$ cat src/rtl/fft_ctrl_pkg.sv
// fft_ctrl_pkg: FSM states and default widths shared by the FFT bin scheduler files.
package fft_ctrl_pkg;
   typedef enum logic [2:0] {IDLE, SQ_RE, SQ_IM, WRITE, COMMIT} state_t;
   localparam int WIDTH_DEF       = 12;
   localparam int LEVEL_WIDTH_DEF = 8;
   localparam int SHIFT_DEF       = 6;
   localparam int FFT_LEN_DEF     = 64;
   localparam int IDX_W           = $clog2(FFT_LEN_DEF);
endpackage

$ cat src/rtl/fft_mag_acc.sv
// fft_mag_acc: one shared signed squarer accumulating re^2 + im^2, then shift and saturate to a level.
module fft_mag_acc
   import fft_ctrl_pkg::*;
#(
   parameter int WIDTH       = WIDTH_DEF,
   parameter int LEVEL_WIDTH = LEVEL_WIDTH_DEF,
   parameter int SHIFT       = SHIFT_DEF
) (
   input  logic                    clk,
   input  logic                    reset_n,
   input  logic signed [WIDTH-1:0] re,
   input  logic signed [WIDTH-1:0] im,
   input  logic                    load,
   input  logic                    accum,
   output logic [LEVEL_WIDTH-1:0]  level
);
   logic signed [WIDTH-1:0]   op;
   logic signed [2*WIDTH-1:0] prod;
   logic [2*WIDTH-1:0]        acc, shifted;
   assign op = accum ? im : re;
   // A square always fits in 2*WIDTH bits, so the truncated signed product is exact.
   assign prod = (2*WIDTH)'(op) * (2*WIDTH)'(op);
   assign shifted = acc >> SHIFT;
   assign level = |(shifted >> LEVEL_WIDTH) ? '1 : shifted[LEVEL_WIDTH-1:0];
   always_ff @(posedge clk or negedge reset_n) begin
      if (!reset_n) acc <= '0;
      else if (load) acc <= prod;
      else if (accum) acc <= acc + prod;
   end
endmodule

$ cat src/rtl/fft_bin_scheduler.sv
// fft_bin_scheduler: turns the first BINS FFT bins into PWM levels and commits whole frames.
// PEAK_HOLD_EN: commit keeps peaks and decays each level by 1 LSB per frame.
module fft_bin_scheduler
   import fft_ctrl_pkg::*;
#(
   parameter int WIDTH       = WIDTH_DEF,
   parameter int BINS        = 8,
   parameter int FFT_LEN     = FFT_LEN_DEF,
   parameter int LEVEL_WIDTH = LEVEL_WIDTH_DEF,
   parameter int SHIFT       = SHIFT_DEF
) (
   input  logic                        clk,
   input  logic                        reset_n,
   input  logic                        sample_valid,
   input  logic                        fft_sync,
   input  logic signed [WIDTH-1:0]     fft_real,
   input  logic signed [WIDTH-1:0]     fft_imag,
   output logic [BINS*LEVEL_WIDTH-1:0] level_out,
   output logic                        frame_done,
   output logic                        busy,
   output logic                        overrun
);
   localparam int IW = $clog2(FFT_LEN) > IDX_W ? $clog2(FFT_LEN) : IDX_W;
   state_t                  state, state_nx;
   logic [IW-1:0]           nxt_idx, cur_idx, idx;
   logic signed [WIDTH-1:0] re_q, im_q;
   logic [LEVEL_WIDTH-1:0]  level;
   logic [LEVEL_WIDTH-1:0]  work [BINS];
   logic [LEVEL_WIDTH-1:0]  outb [BINS];
   logic                    synced, accept, last, load, accum;
   assign cur_idx = fft_sync ? '0 : nxt_idx;
   assign accept = sample_valid && state == IDLE && (synced || fft_sync) && 32'(cur_idx) < BINS;
   assign last = idx == IW'(BINS - 1);
   assign busy = state != IDLE;
   always_comb begin
      load = state == SQ_RE;
      accum = state == SQ_IM;
      state_nx = state == IDLE  ? (accept ? SQ_RE : IDLE) :
                 state == SQ_RE ? SQ_IM :
                 state == SQ_IM ? WRITE :
                 state == WRITE ? (last ? COMMIT : IDLE) : IDLE;
   end
   fft_mag_acc #(.WIDTH(WIDTH), .LEVEL_WIDTH(LEVEL_WIDTH), .SHIFT(SHIFT)) u_mag (
      .clk(clk), .reset_n(reset_n), .re(re_q), .im(im_q),
      .load(load), .accum(accum), .level(level)
   );
   always_ff @(posedge clk or negedge reset_n) begin
      if (!reset_n) begin
         state <= IDLE;
         nxt_idx <= '0;
         idx <= '0;
         synced <= 1'b0;
         overrun <= 1'b0;
         frame_done <= 1'b0;
         re_q <= '0;
         im_q <= '0;
         for (int i = 0; i < BINS; i++) begin
            work[i] <= '0;
            outb[i] <= '0;
         end
      end else begin
         state <= state_nx;
         frame_done <= state == COMMIT;
         // Dropped strobes still move the index so the frame stays aligned.
         if (sample_valid && (synced || fft_sync)) begin
            synced <= 1'b1;
            nxt_idx <= cur_idx == IW'(FFT_LEN - 1) ? '0 : cur_idx + IW'(1);
         end
         if (sample_valid && busy) overrun <= 1'b1;
         if (accept) begin
            re_q <= fft_real;
            im_q <= fft_imag;
            idx <= cur_idx;
         end
         for (int i = 0; i < BINS; i++) begin
            if (state == WRITE && 32'(idx) == i) work[i] <= level;
`ifdef PEAK_HOLD_EN
            if (state == COMMIT) outb[i] <= work[i] >= outb[i] ? work[i] : outb[i] - LEVEL_WIDTH'(outb[i] != '0);
`else
            if (state == COMMIT) outb[i] <= work[i];
`endif
         end
      end
   end
   for (genvar i = 0; i < BINS; i++) begin : g_out
      assign level_out[i*LEVEL_WIDTH +: LEVEL_WIDTH] = outb[i];
   end
endmodule

$ cat config.mk
export PLATFORM = sky130hd
export DESIGN_NAME = fft_bin_scheduler
export DESIGN_NICKNAME = d
export VERILOG_FILES = /design/src/rtl/fft_ctrl_pkg.sv /design/src/rtl/fft_mag_acc.sv /design/src/rtl/fft_bin_scheduler.sv
export SDC_FILE = /design/constraint.sdc
export NUM_CORES = 1
export LEC_CHECK = 0
export ABC_AREA = 1
export CELL_PAD_IN_SITES_DETAIL_PLACEMENT = 1
export CELL_PAD_IN_SITES_GLOBAL_PLACEMENT = 1
export CORE_MARGIN = 4
export CORE_UTILIZATION = 30
export CTS_BUF_LIST = sky130_fd_sc_hd__clkbuf_16
export CTS_CLUSTER_DIAMETER = 50
export DETAILED_ROUTE_END_ITERATION = 6
export GPL_TIMING_DRIVEN = 0
export HOLD_SLACK_MARGIN = 0.12
export PLACE_DENSITY_LB_ADDON = 0.25
export SLEW_MARGIN = 20
export SYNTH_ARGS = -nofsm -noshare
export SYNTH_HDL_FRONTEND = slang
export SYNTH_SLANG_ARGS = --single-unit
export TNS_END_PERCENT = 30
$ cat constraint.sdc
create_clock -name clk -period 16 [get_ports clk]
set_input_delay 3.2 -clock clk [delete_from_list [all_inputs] [get_ports clk]]
set_output_delay 3.2 -clock clk [all_outputs]
set_load 0.005 [all_outputs]
Word-level counts from Yosys, hierarchy flattened:

Cells that the tools add are included.

* flip-flop bits (word level): 194
* input port bits: 28
* output and inout bits: 67
* logic and storage cells: 72

* add/subtract/negate cells: 2
* multiply operators: 1
* magnitude comparators: 1
* equality and inequality tests: 12
* multiplexer cells: 12
* reduce and logical (&&, ||, !) cells: 19

Operators with widths (count)
* 2-to-1 mux 24 bit: 2
* adder 24 bit: 1
* equality test 6 x 3 -> 1 bit (second input constant): 4
* multiplier 12 x 12 -> 24 bit: 1
* 2-to-1 mux 3 bit: 5
* logical AND 1 bit: 13
* equality test 6 x 2 -> 1 bit (second input constant): 2
* 2-to-1 mux 12 bit: 1
* 2-to-1 mux 6 bit: 2
* OR reduction 10 bit: 1
* 2-to-1 mux 8 bit: 1
* adder 6 x 1 -> 6 bit (second input constant): 1
* equality test 3 x 2 -> 1 bit (second input constant): 2
* equality test 6 x 1 -> 1 bit (second input constant): 1
* equality test 6 bit (second input constant): 1
* zero test 6 bit: 1
* < comparator 6 x 4 -> 1 bit (second input constant): 1
* equality test 3 x 1 -> 1 bit (second input constant): 1
* equality test 3 bit (second input constant): 1
* zero test 3 bit: 1
* nonzero test 3 bit: 1
* nonzero test 2 bit: 1
* logical OR 1 bit: 1
* 2-to-1 mux 1 bit: 1

Depth between registers and ports, before layout:

Gate-level depths: netlist of the first run.

* depth after elaboration: 6
* mapped depth: 43
* gate-level depth less buffers: 41

Hierarchy:

A second synthesis of the first run with hierarchy kept.

* cell total of the unflattened synthesis: 1771
* area total of the unflattened synthesis: 14276.2 µm²

Modules (own cells, without submodules)
* fft_mag_acc: instances 1, cells each 1078, area each 7847.5 µm², sequential area each 600.6 µm²
* fft_bin_scheduler: instances 1, cells each 693, area each 6428.7 µm², sequential area each 4254.1 µm²

Least setup slack after synthesis of the first run:

No wires, ideal clock.

* path type: reg-to-reg
* start: reg state[2]
* end: reg u_mag.acc[18]
* setup time: 0.117 ns
* arrival time: 6.495 ns
* data required time: 15.883 ns
* setup slack: 9.389 ns
* stages on the path, launching flop included: 37
* path buffers: 2
* period minus slack after synthesis: 6.611 ns
* path through: dfrtp_1 -> nor2_2 -> nand2_2 -> buf_4 -> o21ai_4 -> inv_2 -> buf_6 -> nor2_2 -> inv_2 -> fa_1 -> inv_1 -> ha_1 -> inv_1 -> fa_1 -> inv_1 -> fa_1 -> inv_1 -> fa_1 -> inv_1 -> ha_1 -> a21o_1 -> nor2_1 -> nand2_1 -> or3_1 -> and2_1 -> ha_1 -> nand2_1 -> inv_1 -> nand2_1 -> nor3_1 -> nand4_1 -> nand3_1 -> nand2_1 -> nand3_1 -> nand2_1 -> nand2_1 -> nand2_1

* word-level cells in the longest chain between the ends: 6
* elaborated cells between the ends (all ways): 8
* those cells by class: 1 x add/sub; 1 x mul; 2 x eq/ne; 3 x mux; 1 x reduce/logical

RTL lines
* from (decl): RTL line fft_bin_scheduler.sv:24 `state_t state, state_nx;`
* from (signal assigned): RTL line fft_bin_scheduler.sv:62 `state <= state_nx;`
* equality test 3 x 2 -> 1 bit: RTL line fft_bin_scheduler.sv:37 `accum = state == SQ_IM;`
* 2-to-1 mux 12 bit: RTL line fft_mag_acc.sv:20 `assign op = accum ? im : re;`
* multiplier 12 x 12 -> 24 bit: RTL line fft_mag_acc.sv:22 `assign prod = (2*WIDTH)'(op) * (2*WIDTH)'(op);`
* adder 24 bit: RTL line fft_mag_acc.sv:28 `else if (accum) acc <= acc + prod;`
* 2-to-1 mux 24 bit: RTL line fft_mag_acc.sv:28
* 2-to-1 mux 24 bit: RTL line fft_mag_acc.sv:27 `else if (load) acc <= prod;`
* to (signal assigned): RTL line fft_mag_acc.sv:27
* to (signal assigned): RTL line fft_mag_acc.sv:28
* to (decl): RTL line fft_mag_acc.sv:19 `logic [2*WIDTH-1:0] acc, shifted;`

Several ways; a longest one is shown, not always the timed one. The select of a mux whose other input is x is not followed.
A chain may end at the register's enable or synchronous reset.

Worst setup path after layout of the first run:

* start: reg state[1]
* end: reg u_mag.acc[17]

Same word-level chain as after synthesis.

==> results of run 1 <==
==> stage by stage <==
step,hold WS [ns],cell area (sq um),worst slack (ns)
after detailed placement,0.447,16000,8.11
after CTS,0.464,16600,8.11
after global routing,0.495,16600,7.54
final,0.466,16600,8.18
after floorplan,0.442,14200,9.39
after global placement,0.439,15900,3.16
==> sequential cells by signal, indices dropped and copies added, names as in the netlist <==
signal,count
overrun,1
synced,1
work,64
idx,6
state,3
re_q,12
level_out,64
im_q,12
u_mag.acc,24
frame_done,1
nxt_idx,6
==> worst max path at each step <==
stage / start / end / slack (ns) / cells after the start
floorplan: state[2] / u_mag.acc[18] / 9.39 / 36
global placement: reset_n / u_mag.acc[21] / 3.16 / 1
detailed placement: state[1] / u_mag.acc[17] / 8.11 / 35
CTS: state[1] / u_mag.acc[17] / 8.11 / 35
global route: state[1] / u_mag.acc[23] / 7.54 / 40
finish: state[1] / u_mag.acc[17] / 8.18 / 35
==> final cells by class <==
type | count | share of cell area
clock inverters | 15 | 0.0102
multi-input cells | 1272 | 0.492
well taps | 607 | 0.0458
clock buffers | 17 | 0.0257
flip-flops and latches | 194 | 0.293
repair buffers | 95 | 0.0598
plain buffers | 39 | 0.0113
inverters | 276 | 0.0625
==> kinds of logic after synthesis <==
logic type	after synthesis
AOI/OAI and AO/OA	206
DFF	194
buffers and inverters	315
xor gates and xnor gates	18
and+or+nand+nor	844
adders and majority gates	204
==> per-layer routing <==
metal,wire (um),vias to the layer above,GRT usage
met5,0,-,0
li1,-,5704,-
met4,458,0,0.0358
met1,18600,5821,0.221
met2,20500,137,0.300
met3,963,28,0.0204
==> worst register-to-register path, delay by kind of cell, from the launching register on <==
family | cells | cell delay (ns)
adders and majority gates | 7 | 3.27
AOI/OAI and AO/OA | 3 | 1.01
DFF | 1 | 0.44
and+or+nand+nor | 14 | 1.91
buffers and inverters | 11 | 1.10
==> layout by cell type, fill, tap and decap left out, drive strengths merged, types with 55 or more instances in the layout <==
cell           count
nand2            596
nand3             57
a21oi             55
ha                84
nor2             143
fa               120
clkdlybuf4s50     92
o21ai            129
dfrtp            194
inv              282
==> metrics.yaml, run 1 <==
critical_path:
  slowest_stage: "fa_1"
  crit_arrival_ns: 8.19
  crit_type: "reg -> reg"
  r2r_slack_ns: 8.18
  r2r-end: "u_mag.acc[17]"
  critPathLaunchType: "flop"
  crit_path_max_fanout: 13
  required_ns: 16.37
  reg2reg_from: "state[1]"
  crit_top_cell: "inv_1"
  worstSetupEndpointType: "flop"
  crit_family: "adder cells"
  reg2reg_depth: 35
  path_buf_inv: 11
  slowest_delay_ns: 0.53
clock_network:
  htree_levels: 4
  tritoncts: "yes"
  post-cts-setup-buffers: 0
  clock_path_buffers: 2
  path_clk_slew_ns: 0.09
  insertion_delay_ns: 0.47
  cts_made_buffers: 17
  cts-root-buf: "clkbuf_16"
  ctsHoldBuffers: 0
  ctsResizeCount: 0
  clkSinkCount: 194
logic_synthesis:
  synth_simple_gate_area_frac: 0.238
  synthFlopType: "dfrtp_1"
  synthCells: 1781
  synth_edf_count: 0
  syn_area_sq_um: 14200
  yosys_warnings: 0
  synth-xor-area-share: 0.0111
  synth-seq-cells: 194
  synthAdderAreaFrac: 0.243
  yosys.area.top_type: "dfrtp_1"
  ys_types: 38
  yosysSeqAreaShare: 0.341
  netlist_top_cells_area: "dfrtp_1 (34%), fa_1 (17%), nand2_1 (16%), ha_1 (7.4%), inv_1 (6.7%)"
  synth.mux.area_fraction: 0
  synth_top_area_share: 0.341
  ys_top_cells_by_count: "nand2_1 (595), inv_1 (254), dfrtp_1 (194)"
  synth.net_count: 2013
  avgSynthCellArea_sq_um: 7.99
  async_flop_share: 1.00
  synth_compound_area_frac: 0.0815
  synth_top_family_by_area: "adder cells"
  synth.most_common_cell: "nand2_1"
final_layout:
  final-seq-area_sq_um: 4850
  fin_nets: 2127
  multi_input_area_sq_um: 8150
  stdcell_count: 2515
  drive_gt1_frac: 0.0524
  syn2layout_area_growth_pct: 16.5
  antennaDiodeCount: 0
  n_fill_cell: 5679
  post-route-util: 0.355
run_status:
  outcome: "finished, final reports clean"
timing:
  post-route-period-util: 0.489
  finalMaxSlewViolations: 0
  fin_tns_setup_ns: 0
  slew_headroom: 0.318
  tightestPinTransition_ns: 1.02
  setup_viol: 0
  finalHoldViolations: 0
  layout_min_cycle_time_ns: 7.82
  max_freq_mhz: 128
  fin_skew_ns: 0.0188
  rsz0062_at_grt: "no"
detailed_routing:
  wl_um: 40600
  via_count: 11690
  drt_first_pass_iters: 5
  avgViaCountPerCell: 4.65
  detail_route.wl_per_cell_um: 16.1
  drtIter0Drc: 509
  ant_nets: 0
  drc_errors: 0
floorplan:
  rows: 79
  die_area_sq_um: 51000
  core_area_sq_um: 46800
  ios: 95
  start_util: 0.304
  fp.dieH_um: 226
  die_w_um: 226
global_route:
  grt_pass1_wl_um: 68500
  overflow: 0
  grt_pass1_vias: 12925
  antenna_found_initial: 0
  groute.usage.overall: 0.169
  grt_max_degree: 86
worst_hold_path:
  hold_depth: 1
  hold-path-endpoint: "overrun"
  min_from: "overrun"
  hold_class: "reg -> reg"
placed_design:
  gp_congestion: 0.860
  place_hpwl_um: 32600
  portBuffers: 93
  dp_cells: 2483
job:
  drv_cap: 0
Power of run 1 is not shown: default switching activity piles up to over one toggle a cycle in this logic, so the estimate is an artifact.
==> inputs of run 2 (changes only) <==
Clock period 16 ns to 7.39 ns, I/O delays scaled along.
==> metrics.yaml, run 2 (synthesis gave the netlist of run 1 again) <==
detailed_routing:
  via_count: 11851
  detail_route.wl_per_cell_um: 16.5
  ant_nets: 0
  drtIter0Drc: 496
  wl_um: 42000
  drt_first_pass_iters: 5
  drc_errors: 0
  avgViaCountPerCell: 4.65
global_route:
  grt_max_degree: 86
  overflow: 0
  groute.usage.overall: 0.170
  grt_pass1_vias: 12967
  grt_pass1_wl_um: 68900
  antenna_found_initial: 0
worst_hold_path:
  hold_class: "reg -> reg"
  min_from: "overrun"
critical_path:
  crit_path_max_fanout: 10
  startpoint: "state[1]"
  crit_top_cell: "nand2_1"
  critPathLaunchType: "flop"
  required_ns: 7.76
  reg2reg_from: "state[1]"
  crit_type: "reg -> reg"
  worstSetupEndpointType: "flop"
  slowest_delay_ns: 0.59
  crit_arrival_ns: 7.34
  slowest_stage: "fa_1"
final_layout:
  drive_gt1_frac: 0.112
  fin_nets: 2158
  final_cell_mix: "nand2_1 (581), inv_1 (249), dfrtp_1 (192), fa_1 (115), nor2_1 (110)"
  stdcell_count: 2546
  layout_commonest_cell: "nand2_1"
  antennaDiodeCount: 0
  syn2layout_area_growth_pct: 22.2
floorplan:
  ios: 95
  fp.dieH_um: 226
  rows: 79
  start_util: 0.304
  die_w_um: 226
  die_area_sq_um: 51000
  core_area_sq_um: 46800
clock_network:
  tritoncts: "yes"
  htree_levels: 4
  clkSinkCount: 194
  clock_path_buffers: 2
  path_clk_slew_ns: 0.09
  insertion_delay_ns: 0.47
  cts-root-buf: "clkbuf_16"
  cts_made_buffers: 17
timing:
  slew_headroom: 0.311
  setup_viol: 0
  finalMaxSlewViolations: 0
  max_freq_mhz: 144
  layout_setup_ws_ns: 0.426
  fin_skew_ns: 0.0217
  post-route-period-util: 0.942
  tightestPinTransition_ns: 1.03
  finalHoldViolations: 0
  layout_min_cycle_time_ns: 6.96
run_status:
  outcome: "finished, final reports clean"
placed_design:
  dp_cells: 2483
  dp_slack_ns: -0.496
  place_hpwl_um: 32600
  portBuffers: 93
  gp_congestion: 0.860
job:
  drv_cap: 0
## run 2: changes by cell type in the layout (fill, tap and decap cells not counted), moves of 11 or more
| cell | before | now |
|---|---|---|
| ha_4 | 0 | 15 |
| nor2_1 | 135 | 110 |
| nor2_2 | 7 | 25 |
| ha_1 | 84 | 66 |
| buf_4 | 1 | 28 |
| nand2_1 | 595 | 581 |
| nand2_2 | 1 | 12 |
## run 2: routing by layer
metal / up-vias / routed length (um) / GRT usage
met4: 0 / 444 / 0.0358
met1: 5911 / 19300 / 0.223
met2: 133 / 21300 / 0.302
li1: 5781 / - / -
met5: - / 0 / 0
met3: 26 / 916 / 0.0203
## run 2: final timing paths
kind                                 endpoint  slack [ns]  cells past startpoint
worst min-delay path                  overrun        0.47                      1
worst max-delay path            u_mag.acc[22]        0.43                     38
max in group asynchronous            state[1]        5.37                      3
min in group asynchronous             overrun        0.87                      1
worst max register to register  u_mag.acc[22]        0.43                     38
worst min register to register        overrun        0.47                      1
## run 2: repair_timing
action                     4_1_cts  5_1_grt
buffers inserted                 8       22
gates cloned                     0        1
pin swaps                        4       29
resized for setup               11      125
setup endpoints to repair        7       11
hold buffers                     0        0
## run 2: per-stage QoR
stage	utilization	setup TNS, ns	hold WS [ns]	cell area [sq um]
final	0.372	0	0.466	17400
after global routing	0.372	-0.132	0.495	17400
after CTS	0.357	0	0.464	16700
after detailed placement	0.342	-2.52	0.447	16000
after global placement	0.341	-719.54	0.439	15900
after floorplan	-	0	0.442	14200
## run 2: final cells by class
cell class	count	area, sq um
Sequential cell	194	4860
Timing Repair Buffer	126	1260
Clock inverter	15	169
Tap cell	607	759
Buffer	39	224
Clock buffer	17	425
Fill cell	5621	29400
Multi-Input combinational cell	1272	8640
Inverter	276	1050
## run 2: critical path, delay by kind of cell (launching register included)
| kind | cells | cell delay (ns) |
|---|---|---|
| AND/OR/NAND/NOR | 21 | 2.09 |
| adder cells (fa/ha/maj) | 7 | 3.23 |
| flip-flops | 1 | 0.41 |
| AO/OA/AOI/OAI | 1 | 0.21 |
| buffers and inverters | 9 | 0.93 |
Power of run 2 is left out for the same reason.
